## config.mk

```make
export PLATFORM = sky130hd
export DESIGN_NAME = bist_sig_ctrl_flat
export DESIGN_NICKNAME = d
export VERILOG_FILES = /design/src/rtl/bist_sig_ctrl_pkg.sv /design/src/rtl/bist_sig_ctrl_if.sv /design/src/rtl/bist_sig_ctrl_misr.sv /design/src/rtl/bist_sig_ctrl.sv /design/src/flat_wrapper.sv
export SDC_FILE = /design/constraint.sdc
export NUM_CORES = 1
export LEC_CHECK = 0
export CORE_UTILIZATION = 50
export DETAILED_ROUTE_END_ITERATION = 10
export PLACE_DENSITY = 0.9
export SLEW_MARGIN = 20
export SYNTH_ARGS = -nofsm -noshare
export SYNTH_HDL_FRONTEND = slang
export SYNTH_HIERARCHICAL = 1
export SYNTH_SLANG_ARGS = --single-unit
```

## constraint.sdc

```tcl
create_clock -name clk -period 2.5 [get_ports clk]
set_clock_uncertainty 0.05 [all_clocks]
set_input_delay 0.5 -clock clk [delete_from_list [all_inputs] [get_ports clk]]
set_output_delay 0.5 -clock clk [all_outputs]
set_load 0.01 [all_outputs]
```

## src/rtl/bist_sig_ctrl_pkg.sv

```systemverilog
// Shared types and default sizing for the BIST signature controller slice.
package bist_pkg;

  localparam int unsigned BIST_N      = 64;
  localparam int unsigned BIST_CNT_W  = 16;
  localparam int unsigned BIST_TO_CYC = 1024;

  typedef enum logic [2:0] {
    IDLE  = 3'd0,
    SEED  = 3'd1,
    RUN   = 3'd2,
    CHECK = 3'd3,
    DONE  = 3'd4
  } bist_state_e;

endpackage

```

## src/rtl/bist_sig_ctrl_if.sv

```systemverilog
// Configuration, CUT response and status bundle between the test controller and bist_sig_ctrl.
interface bist_sig_ctrl_if import bist_pkg::*; #(
  parameter int unsigned N     = BIST_N,
  parameter int unsigned CNT_W = BIST_CNT_W
) ();

  logic             start_i;
  logic             abort_i;
  logic [CNT_W-1:0] cycles_i;
  logic [N-1:0]     seed_i;
  logic [N-1:0]     coeff_i;
  logic [N-1:0]     golden_i;
  logic [N-1:0]     data_i;
  logic             data_valid_i;
  logic             cut_en_o;
  logic             busy_o;
  logic             done_o;
  logic             pass_o;
  logic             timeout_o;
  logic [N-1:0]     sig_o;
  logic [CNT_W-1:0] remain_o;

  modport master (
    output start_i, abort_i, cycles_i, seed_i, coeff_i, golden_i, data_i, data_valid_i,
    input  cut_en_o, busy_o, done_o, pass_o, timeout_o, sig_o, remain_o
  );

  modport slave (
    input  start_i, abort_i, cycles_i, seed_i, coeff_i, golden_i, data_i, data_valid_i,
    output cut_en_o, busy_o, done_o, pass_o, timeout_o, sig_o, remain_o
  );

endinterface

```

## src/rtl/bist_sig_ctrl_misr.sv

```systemverilog
// Multiple-input signature register: synchronous seed load, compaction enable, programmable taps.
module bist_misr import bist_pkg::*; #(
  parameter int unsigned N = BIST_N
) (
  input  logic         clk,
  input  logic         rst_n,
  input  logic         load,
  input  logic         en,
  input  logic [N-1:0] seed,
  input  logic [N-1:0] coeff,
  input  logic [N-1:0] data,
  output logic [N-1:0] sig
);

  logic [N-1:0] sig_q;
  logic [N-1:0] sig_next;

  // Shift left by one with the MSB fed back through the coefficient taps.
  always_comb begin
    sig_next = data ^ (coeff & {N{sig_q[N-1]}}) ^ {sig_q[N-2:0], 1'b0};
  end

  always_ff @(posedge clk or negedge rst_n) begin
    if (!rst_n) begin
      sig_q <= N'(1);
    end else if (load) begin
      sig_q <= seed;
    end else if (en) begin
      sig_q <= sig_next;
    end
  end

  assign sig = sig_q;

endmodule

```

## src/rtl/bist_sig_ctrl.sv

```systemverilog
// BIST session controller: seed, compact N-bit CUT responses, compare with golden signature.
// Optional idle-beat watchdog enabled by defining BIST_TIMEOUT_EN.
module bist_sig_ctrl import bist_pkg::*; #(
  parameter int unsigned N      = BIST_N,
  parameter int unsigned CNT_W  = BIST_CNT_W,
  parameter int unsigned TO_CYC = BIST_TO_CYC
) (
  input logic            clk,
  input logic            rst_n,
  bist_sig_ctrl_if.slave bus
);

  bist_state_e      state_q, state_d;
  logic [CNT_W-1:0] cycles_q;
  logic [CNT_W-1:0] remain_q;
  logic [N-1:0]     seed_q;
  logic [N-1:0]     coeff_q;
  logic [N-1:0]     golden_q;
  logic [N-1:0]     sig;
  logic             start_acc;
  logic             seed_ld;
  logic             misr_en;
  logic             to_fire;
  logic             pass_q;
  logic             cut_en_q;
  logic             busy_q;
  logic             done_q;

`ifdef BIST_TIMEOUT_EN
  localparam int unsigned IDLE_W = $clog2(TO_CYC + 1);
  logic [IDLE_W-1:0] idle_q;
  logic              timeout_q;
`else
  localparam int unsigned UNUSED_TO_CYC = TO_CYC;
`endif

  // abort_i wins over start_i and data_valid_i in every state.
  always_comb begin
    state_d   = state_q;
    start_acc = 1'b0;
    seed_ld   = 1'b0;
    misr_en   = 1'b0;
    to_fire   = 1'b0;
    if (bus.abort_i) begin
      state_d = IDLE;
    end else begin
      unique case (state_q)
        IDLE, DONE: begin
          if (bus.start_i) begin
            start_acc = 1'b1;
            state_d   = SEED;
          end
        end
        SEED: begin
          seed_ld = 1'b1;
          state_d = (cycles_q == '0) ? CHECK : RUN;
        end
        RUN: begin
          if (bus.data_valid_i) begin
            misr_en = 1'b1;
            if (remain_q == CNT_W'(1)) state_d = CHECK;
          end
`ifdef BIST_TIMEOUT_EN
          else if (idle_q == IDLE_W'(TO_CYC - 1)) begin
            to_fire = 1'b1;
            state_d = DONE;
          end
`endif
        end
        CHECK:   state_d = DONE;
        default: state_d = IDLE;
      endcase
    end
  end

  always_ff @(posedge clk or negedge rst_n) begin
    if (!rst_n) begin
      state_q  <= IDLE;
      cycles_q <= '0;
      seed_q   <= '0;
      coeff_q  <= '0;
      golden_q <= '0;
      remain_q <= '0;
      pass_q   <= 1'b0;
      cut_en_q <= 1'b0;
      busy_q   <= 1'b0;
      done_q   <= 1'b0;
    end else begin
      state_q  <= state_d;
      cut_en_q <= (state_d == RUN);
      busy_q   <= (state_d == SEED) || (state_d == RUN) || (state_d == CHECK);
      done_q   <= (state_d == DONE);
      if (start_acc) begin
        cycles_q <= bus.cycles_i;
        seed_q   <= bus.seed_i;
        coeff_q  <= bus.coeff_i;
        golden_q <= bus.golden_i;
      end
      if (seed_ld) begin
        remain_q <= cycles_q;
      end else if (misr_en) begin
        remain_q <= remain_q - CNT_W'(1);
      end
      if (start_acc || to_fire) begin
        pass_q <= 1'b0;
      end else if (state_q == CHECK && !bus.abort_i) begin
        pass_q <= (sig == golden_q);
      end
    end
  end

`ifdef BIST_TIMEOUT_EN
  always_ff @(posedge clk or negedge rst_n) begin
    if (!rst_n) begin
      idle_q    <= '0;
      timeout_q <= 1'b0;
    end else begin
      if (state_q == RUN && !bus.data_valid_i && !bus.abort_i) begin
        idle_q <= idle_q + IDLE_W'(1);
      end else begin
        idle_q <= '0;
      end
      if (start_acc) begin
        timeout_q <= 1'b0;
      end else if (to_fire) begin
        timeout_q <= 1'b1;
      end
    end
  end

  assign bus.timeout_o = timeout_q;
`else
  assign bus.timeout_o = 1'b0;
`endif

  bist_misr #(.N(N)) u_misr (
    .clk   (clk),
    .rst_n (rst_n),
    .load  (seed_ld),
    .en    (misr_en),
    .seed  (seed_q),
    .coeff (coeff_q),
    .data  (bus.data_i),
    .sig   (sig)
  );

  assign bus.cut_en_o = cut_en_q;
  assign bus.busy_o   = busy_q;
  assign bus.done_o   = done_q;
  assign bus.pass_o   = pass_q;
  assign bus.sig_o    = sig;
  assign bus.remain_o = remain_q;

endmodule

```

## src/flat_wrapper.sv

```systemverilog
// flat-port wrapper written by rule: the top's interface ports become plain ports
module bist_sig_ctrl_flat import bist_pkg::*;
#(
  parameter int unsigned N      = BIST_N,
  parameter int unsigned CNT_W  = BIST_CNT_W,
  parameter int unsigned TO_CYC = BIST_TO_CYC
)
  (clk, rst_n, bus_start_i, bus_abort_i, bus_cycles_i, bus_seed_i, bus_coeff_i, bus_golden_i, bus_data_i, bus_data_valid_i, bus_cut_en_o, bus_busy_o, bus_done_o, bus_pass_o, bus_timeout_o, bus_sig_o, bus_remain_o);
  bist_sig_ctrl_if #(.N(N), .CNT_W(CNT_W)) bus_i ();
  input logic clk;
  input logic rst_n;
  input wire logic [$bits(bus_i.start_i)-1:0] bus_start_i;
  input wire logic [$bits(bus_i.abort_i)-1:0] bus_abort_i;
  input wire logic [$bits(bus_i.cycles_i)-1:0] bus_cycles_i;
  input wire logic [$bits(bus_i.seed_i)-1:0] bus_seed_i;
  input wire logic [$bits(bus_i.coeff_i)-1:0] bus_coeff_i;
  input wire logic [$bits(bus_i.golden_i)-1:0] bus_golden_i;
  input wire logic [$bits(bus_i.data_i)-1:0] bus_data_i;
  input wire logic [$bits(bus_i.data_valid_i)-1:0] bus_data_valid_i;
  output wire logic [$bits(bus_i.cut_en_o)-1:0] bus_cut_en_o;
  output wire logic [$bits(bus_i.busy_o)-1:0] bus_busy_o;
  output wire logic [$bits(bus_i.done_o)-1:0] bus_done_o;
  output wire logic [$bits(bus_i.pass_o)-1:0] bus_pass_o;
  output wire logic [$bits(bus_i.timeout_o)-1:0] bus_timeout_o;
  output wire logic [$bits(bus_i.sig_o)-1:0] bus_sig_o;
  output wire logic [$bits(bus_i.remain_o)-1:0] bus_remain_o;
  assign bus_i.start_i = bus_start_i;
  assign bus_i.abort_i = bus_abort_i;
  assign bus_i.cycles_i = bus_cycles_i;
  assign bus_i.seed_i = bus_seed_i;
  assign bus_i.coeff_i = bus_coeff_i;
  assign bus_i.golden_i = bus_golden_i;
  assign bus_i.data_i = bus_data_i;
  assign bus_i.data_valid_i = bus_data_valid_i;
  assign bus_cut_en_o = bus_i.cut_en_o;
  assign bus_busy_o = bus_i.busy_o;
  assign bus_done_o = bus_i.done_o;
  assign bus_pass_o = bus_i.pass_o;
  assign bus_timeout_o = bus_i.timeout_o;
  assign bus_sig_o = bus_i.sig_o;
  assign bus_remain_o = bus_i.remain_o;
  bist_sig_ctrl #(.N(N), .CNT_W(CNT_W), .TO_CYC(TO_CYC)) u_core (.clk(clk), .rst_n(rst_n), .bus(bus_i));
endmodule
```

==> flow_results.org <==
** Pwr
- Combinational group share of total power :: 37.3%
- For this design the static power due to leakage is 7.877 nW.
- Switching Share :: 33.64%
- The share of total power dissipated in sequential elements is 38.5%.
- Dividing total power by cell area gives a power density of 1052 nW/um2.
- The design draws 0.02056 W.
- Per report_power, the clock group accounts for 24.2% of the total.
- Cell internal power dissipation :: 0.01365 W
- The worst-case IR drop observed on VDD is 0.6997 mV.
- In this run the power spent charging and discharging nets is 0.006918 W.

** Setup path
- In this run the worst setup path terminates at u_core/bus.remain_o[14].
- Reg2Reg Depth :: 5
- Critical path launch point :: u_core/bus.remain_o[4]
- Slowest stage delay, CP :: 610 ps
- Across all register-to-register paths, the minimum setup slack is 110 ps.
- List of cells traversed by the critical path :: or4_4, nor4_4, nand2_1, or2_0, o311ai_0
- In this run the critical register-to-register path is launched from u_core/bus.remain_o[4].
- Crit Path Category :: register to register
- The endpoint identified for the worst register-to-register timing path is u_core/bus.remain_o[14].
- Worst path slowest cell :: sky130_fd_sc_hd__or4_4
- STA puts the critical path data arrival time at 2760 ps.
- The worst setup path is captured at a register.
- Worst-path maximum fanout :: 6
- Worst path required time :: 2870 ps
- STA classifies the critical path startpoint as a register.

** Clocking
- Number of CTS-inserted buffers :: 31
- Number of setup buffers added after CTS :: 0
- Number of H-tree branching levels :: 1
- Clock-pin transition on the worst setup and hold timing paths :: 60 ps
- CTS tree :: built
- Number of hold buffers added after CTS :: 1
- The later pin in the worst-skew pair is clocked with a latency of 560 ps.
- CTS-repair resized insts :: 0
- Clock tree synthesis selected as its root buffer the cell sky130_fd_sc_hd__clkbuf_16.
- TritonCTS sink count :: 295
- The clock passes through at most 3 buffers.

** STA
- Aggregate negative setup slack :: 0 ps
- Final period util :: 95.55%
- Minimum clock period :: 2389 ps
- Hold is met by 445.7 ps.
- Max_slew headroom :: 62.75%
- At the pin with the least slew margin, the transition time is 553.6 ps.
- Setup violations remaining at the end of the flow were counted as 0.
- Unrepaired setup endpoints after global routing :: false
- The final number of max-transition violations was 0.
- For this run, the top clock speed supported by timing is 418.6 MHz.
- The count of endpoints failing hold in the final timing report was 0.

** Routing
- Remaining number of nets flagged by the antenna check after routing :: 0
- Routed length per placed instance :: 21.64 um
- After detailed routing, the number of remaining DRC violations is 0.
- 1st-iter DRT viols :: 791
- Final Routed Wirelength :: 41540 um
- The pre-antenna-repair detailed-routing pass consisted of 5 iterations.
- Using the TritonRoute via totals, the vias-per-cell ratio works out to 5.560.
- The routed layout has 10676 vias.

** Die
- Once the floorplan was initialized, standard cells occupied 50.85% of the core.
- Count of standard-cell rows :: 61
- The die covers 28930 um2.
- The die is 170.1 um wide.
- The region available for standard cell placement spans 27780 um2.
- The die is 170.1 um tall.
- I/O pin cnt :: 362

** Layout
- Summing all flip-flop and latch instances after layout gives 7385 um2.
- Share of post-route cells with drive strength above 1 :: 22.32%
- Fill cell total of the finished layout :: 1888
- Area occupied by multi-input gates :: 6315 um2
- After routing the design area is 19550 um2.
- Layout area overhead :: 38.37%
- Number of standard cells in the final layout excluding fillers :: 1920
- Net count reported at finish :: 1796

** Min path
- Path class of the lowest-slack min-delay path :: primary input to async pin

** Run
- Across the run, the number of max-cap violations was 0.

** Synth
- Synthesis instantiated 51 different standard cells from the library.
- Net count after synthesis :: 1422
- Counting flops with a built-in enable in the synthesized netlist gives 0.
- After technology mapping, the gate count stands at 1143.
- The cell area that synthesis handed to floorplanning was 14130 um2.
- Number of synthesized register bits :: 295
- Count of synthesis-stage warnings from yosys :: 6
- Sequential elements use 52.26% of the synthesized area.
- A synthesized cell averages 12.36 um2.
- After synthesis, the share of flip-flops with an asynchronous set or reset is 100.0%.
- In the synthesized netlist the dominant register cell turns out to be sky130_fd_sc_hd__dfrtp_1.

** Global route
- The number of global-route vias before repair is 11331.
- Antenna violations before repair :: 2
- The first global-routing pass estimated 64230 um of wire.
- Entering global routing, the biggest net connects 68 pins.
- Summed over all layers, the global routing overflow is 0.
- Global routing consumed, over all layers together, 29.09% of the routing resources.

** Place
- Count of input and output buffers :: 360
- In this run, placement finished with an instance count of 1861.
- Routability-driven placement finished with a final weighted congestion of 0.8774.
- In this run the cell area measured after placement is 18430 um2.
- Detailed placement ended at an HPWL of 30780 um.

** Status
- Run status :: finished clean
==> critical path, delay by kind of cell, from the launching register on <==
| kind | cells | cell delay [ps] |
|---|---|---|
| AOI/OAI and AO/OA | 1 | 350 |
| and+or+nand+nor | 4 | 1390 |
| DFF | 1 | 450 |
==> worst min path at each step <==
stage          depth (start not counted)                     to  slack (ps)
6_report                               2  u_core/u_misr/sig[53]         450
5_1_grt                                1      u_core/coeff_q[2]         460
4_1_cts                                2  u_core/u_misr/sig[38]         460
3_5_place_dp                           1  u_core/u_misr/sig[53]         430
3_3_place_gp                           2  u_core/u_misr/sig[59]         420
2_1_floorplan                          0      u_core/bus.busy_o         150
==> power by group through the flow <==
stage          registers, W  logic (W)  clock network, W
2_1_floorplan       0.00768    0.00436                 0
3_3_place_gp        0.00788    0.00739                 0
5_1_grt             0.00811    0.00827           0.00523
6_report            0.00792    0.00767           0.00497
3_5_place_dp        0.00797    0.00761                 0
4_1_cts             0.00790    0.00771           0.00504
==> routing by layer <==
| metal | vias up | wire [um] | track usage, % | part of all wire [%] |
|---|---|---|---|---|
| met3 | 109 | 3024 | 6.070 | 7.3 |
| li1 | 4744 | - | - | - |
| met5 | - | 13 | 0 | 0.031 |
| met4 | 2 | 1716 | 11.36 | 4.1 |
| met1 | 5334 | 16210 | 36.55 | 39 |
| met2 | 487 | 20580 | 49.13 | 50 |
==> kinds of logic after synthesis <==
| group | share of synthesized area [%] |
|---|---|
| buffers and inverters | 3.091 |
| other | 0.02654 |
| multiplexers | 16.58 |
| XOR/XNOR | 11.97 |
| adder cells (fa/ha/maj) | 0.1771 |
| AND/OR/NAND/NOR | 9.441 |
| AO/OA/AOI/OAI | 6.457 |
| flip-flops | 52.26 |
==> per-stage QoR <==
step	utilization, %	setup WS, ps
after CTS	70.35	160.5
final	70.36	111.3
after floorplan	-	211.9
after global placement	66.32	41.76
after global routing	70.36	83.31
after detailed placement	66.32	-55.68
==> cells in the mapped netlist, types with 2 or more instances <==
cell | n | area share, %
sky130_fd_sc_hd__buf_6 | 15 | 1.2
sky130_fd_sc_hd__nor2b_1 | 2 | 0.089
sky130_fd_sc_hd__xnor2_1 | 167 | 10
sky130_fd_sc_hd__nor3_1 | 4 | 0.14
sky130_fd_sc_hd__o211ai_1 | 7 | 0.37
sky130_fd_sc_hd__inv_1 | 5 | 0.13
sky130_fd_sc_hd__dfrtp_1 | 294 | 52
sky130_fd_sc_hd__o311a_1 | 2 | 0.14
sky130_fd_sc_hd__clkbuf_1 | 4 | 0.11
sky130_fd_sc_hd__buf_2 | 31 | 1.1
sky130_fd_sc_hd__a21oi_1 | 68 | 2.4
sky130_fd_sc_hd__nand3_1 | 8 | 0.28
sky130_fd_sc_hd__a22oi_1 | 2 | 0.11
sky130_fd_sc_hd__nor3b_1 | 42 | 2.2
sky130_fd_sc_hd__nor2_1 | 8 | 0.21
sky130_fd_sc_hd__buf_1 | 8 | 0.21
sky130_fd_sc_hd__o21ai_1 | 60 | 2.1
sky130_fd_sc_hd__o311ai_0 | 5 | 0.31
sky130_fd_sc_hd__nand2_1 | 79 | 2.1
sky130_fd_sc_hd__nand4_1 | 11 | 0.49
sky130_fd_sc_hd__mux2_2 | 208 | 17
sky130_fd_sc_hd__nor4_1 | 13 | 0.58
sky130_fd_sc_hd__nor3b_2 | 24 | 2.1
sky130_fd_sc_hd__ha_1 | 2 | 0.18
sky130_fd_sc_hd__or4_1 | 3 | 0.16
sky130_fd_sc_hd__o21ai_0 | 11 | 0.39
sky130_fd_sc_hd__or3_1 | 2 | 0.089
sky130_fd_sc_hd__and3_1 | 2 | 0.089
sky130_fd_sc_hd__buf_4 | 6 | 0.32
sky130_fd_sc_hd__a221o_1 | 2 | 0.14
sky130_fd_sc_hd__and2_1 | 2 | 0.089
sky130_fd_sc_hd__nand2b_1 | 2 | 0.089
sky130_fd_sc_hd__xor2_1 | 26 | 1.6
==> layout make-up <==
class / instances / area share (%)
Tap cell: 378 / 2.420
Sequential cell: 295 / 37.78
Clock inverter: 16 / 1.210
Multi-Input combinational cell: 778 / 32.30
Inverter: 6 / 0.1344
Clock buffer: 41 / 4.468
Timing Repair Buffer: 405 / 21.67
Antenna cell: 1 / 0.01280
==> sequential cells by signal, indices dropped and copies added (netlist names) <==
name                 cells
u_core/bus.busy_o        1
u_core/bus.cut_en_o      1
u_core/bus.done_o        1
u_core/bus.pass_o        1
u_core/bus.remain_o     16
u_core/coeff_q          64
u_core/cycles_q         16
u_core/golden_q         64
u_core/seed_q           64
u_core/state_q           3
u_core/u_misr/sig       64
==> layout by cell type (no fill, tap or decap), drive strengths merged, types with 5 or more instances in the layout <==
cell type / Yosys / layout
clkdlybuf4s50: 0 / 359
dfrtp: 294 / 294
mux2: 208 / 208
xnor2: 167 / 167
nand2: 79 / 79
o21ai: 71 / 71
a21oi: 68 / 68
nor3b: 66 / 66
buf: 60 / 45
clkbuf: 4 / 41
xor2: 26 / 26
nor4: 14 / 14
nand4: 11 / 11
clkinv: 1 / 9
nand3: 9 / 9
nor2: 8 / 8
o211ai: 8 / 8
bufinv: 0 / 6
inv: 5 / 6
o311ai: 5 / 5
(Power assumes the default switching activity.)
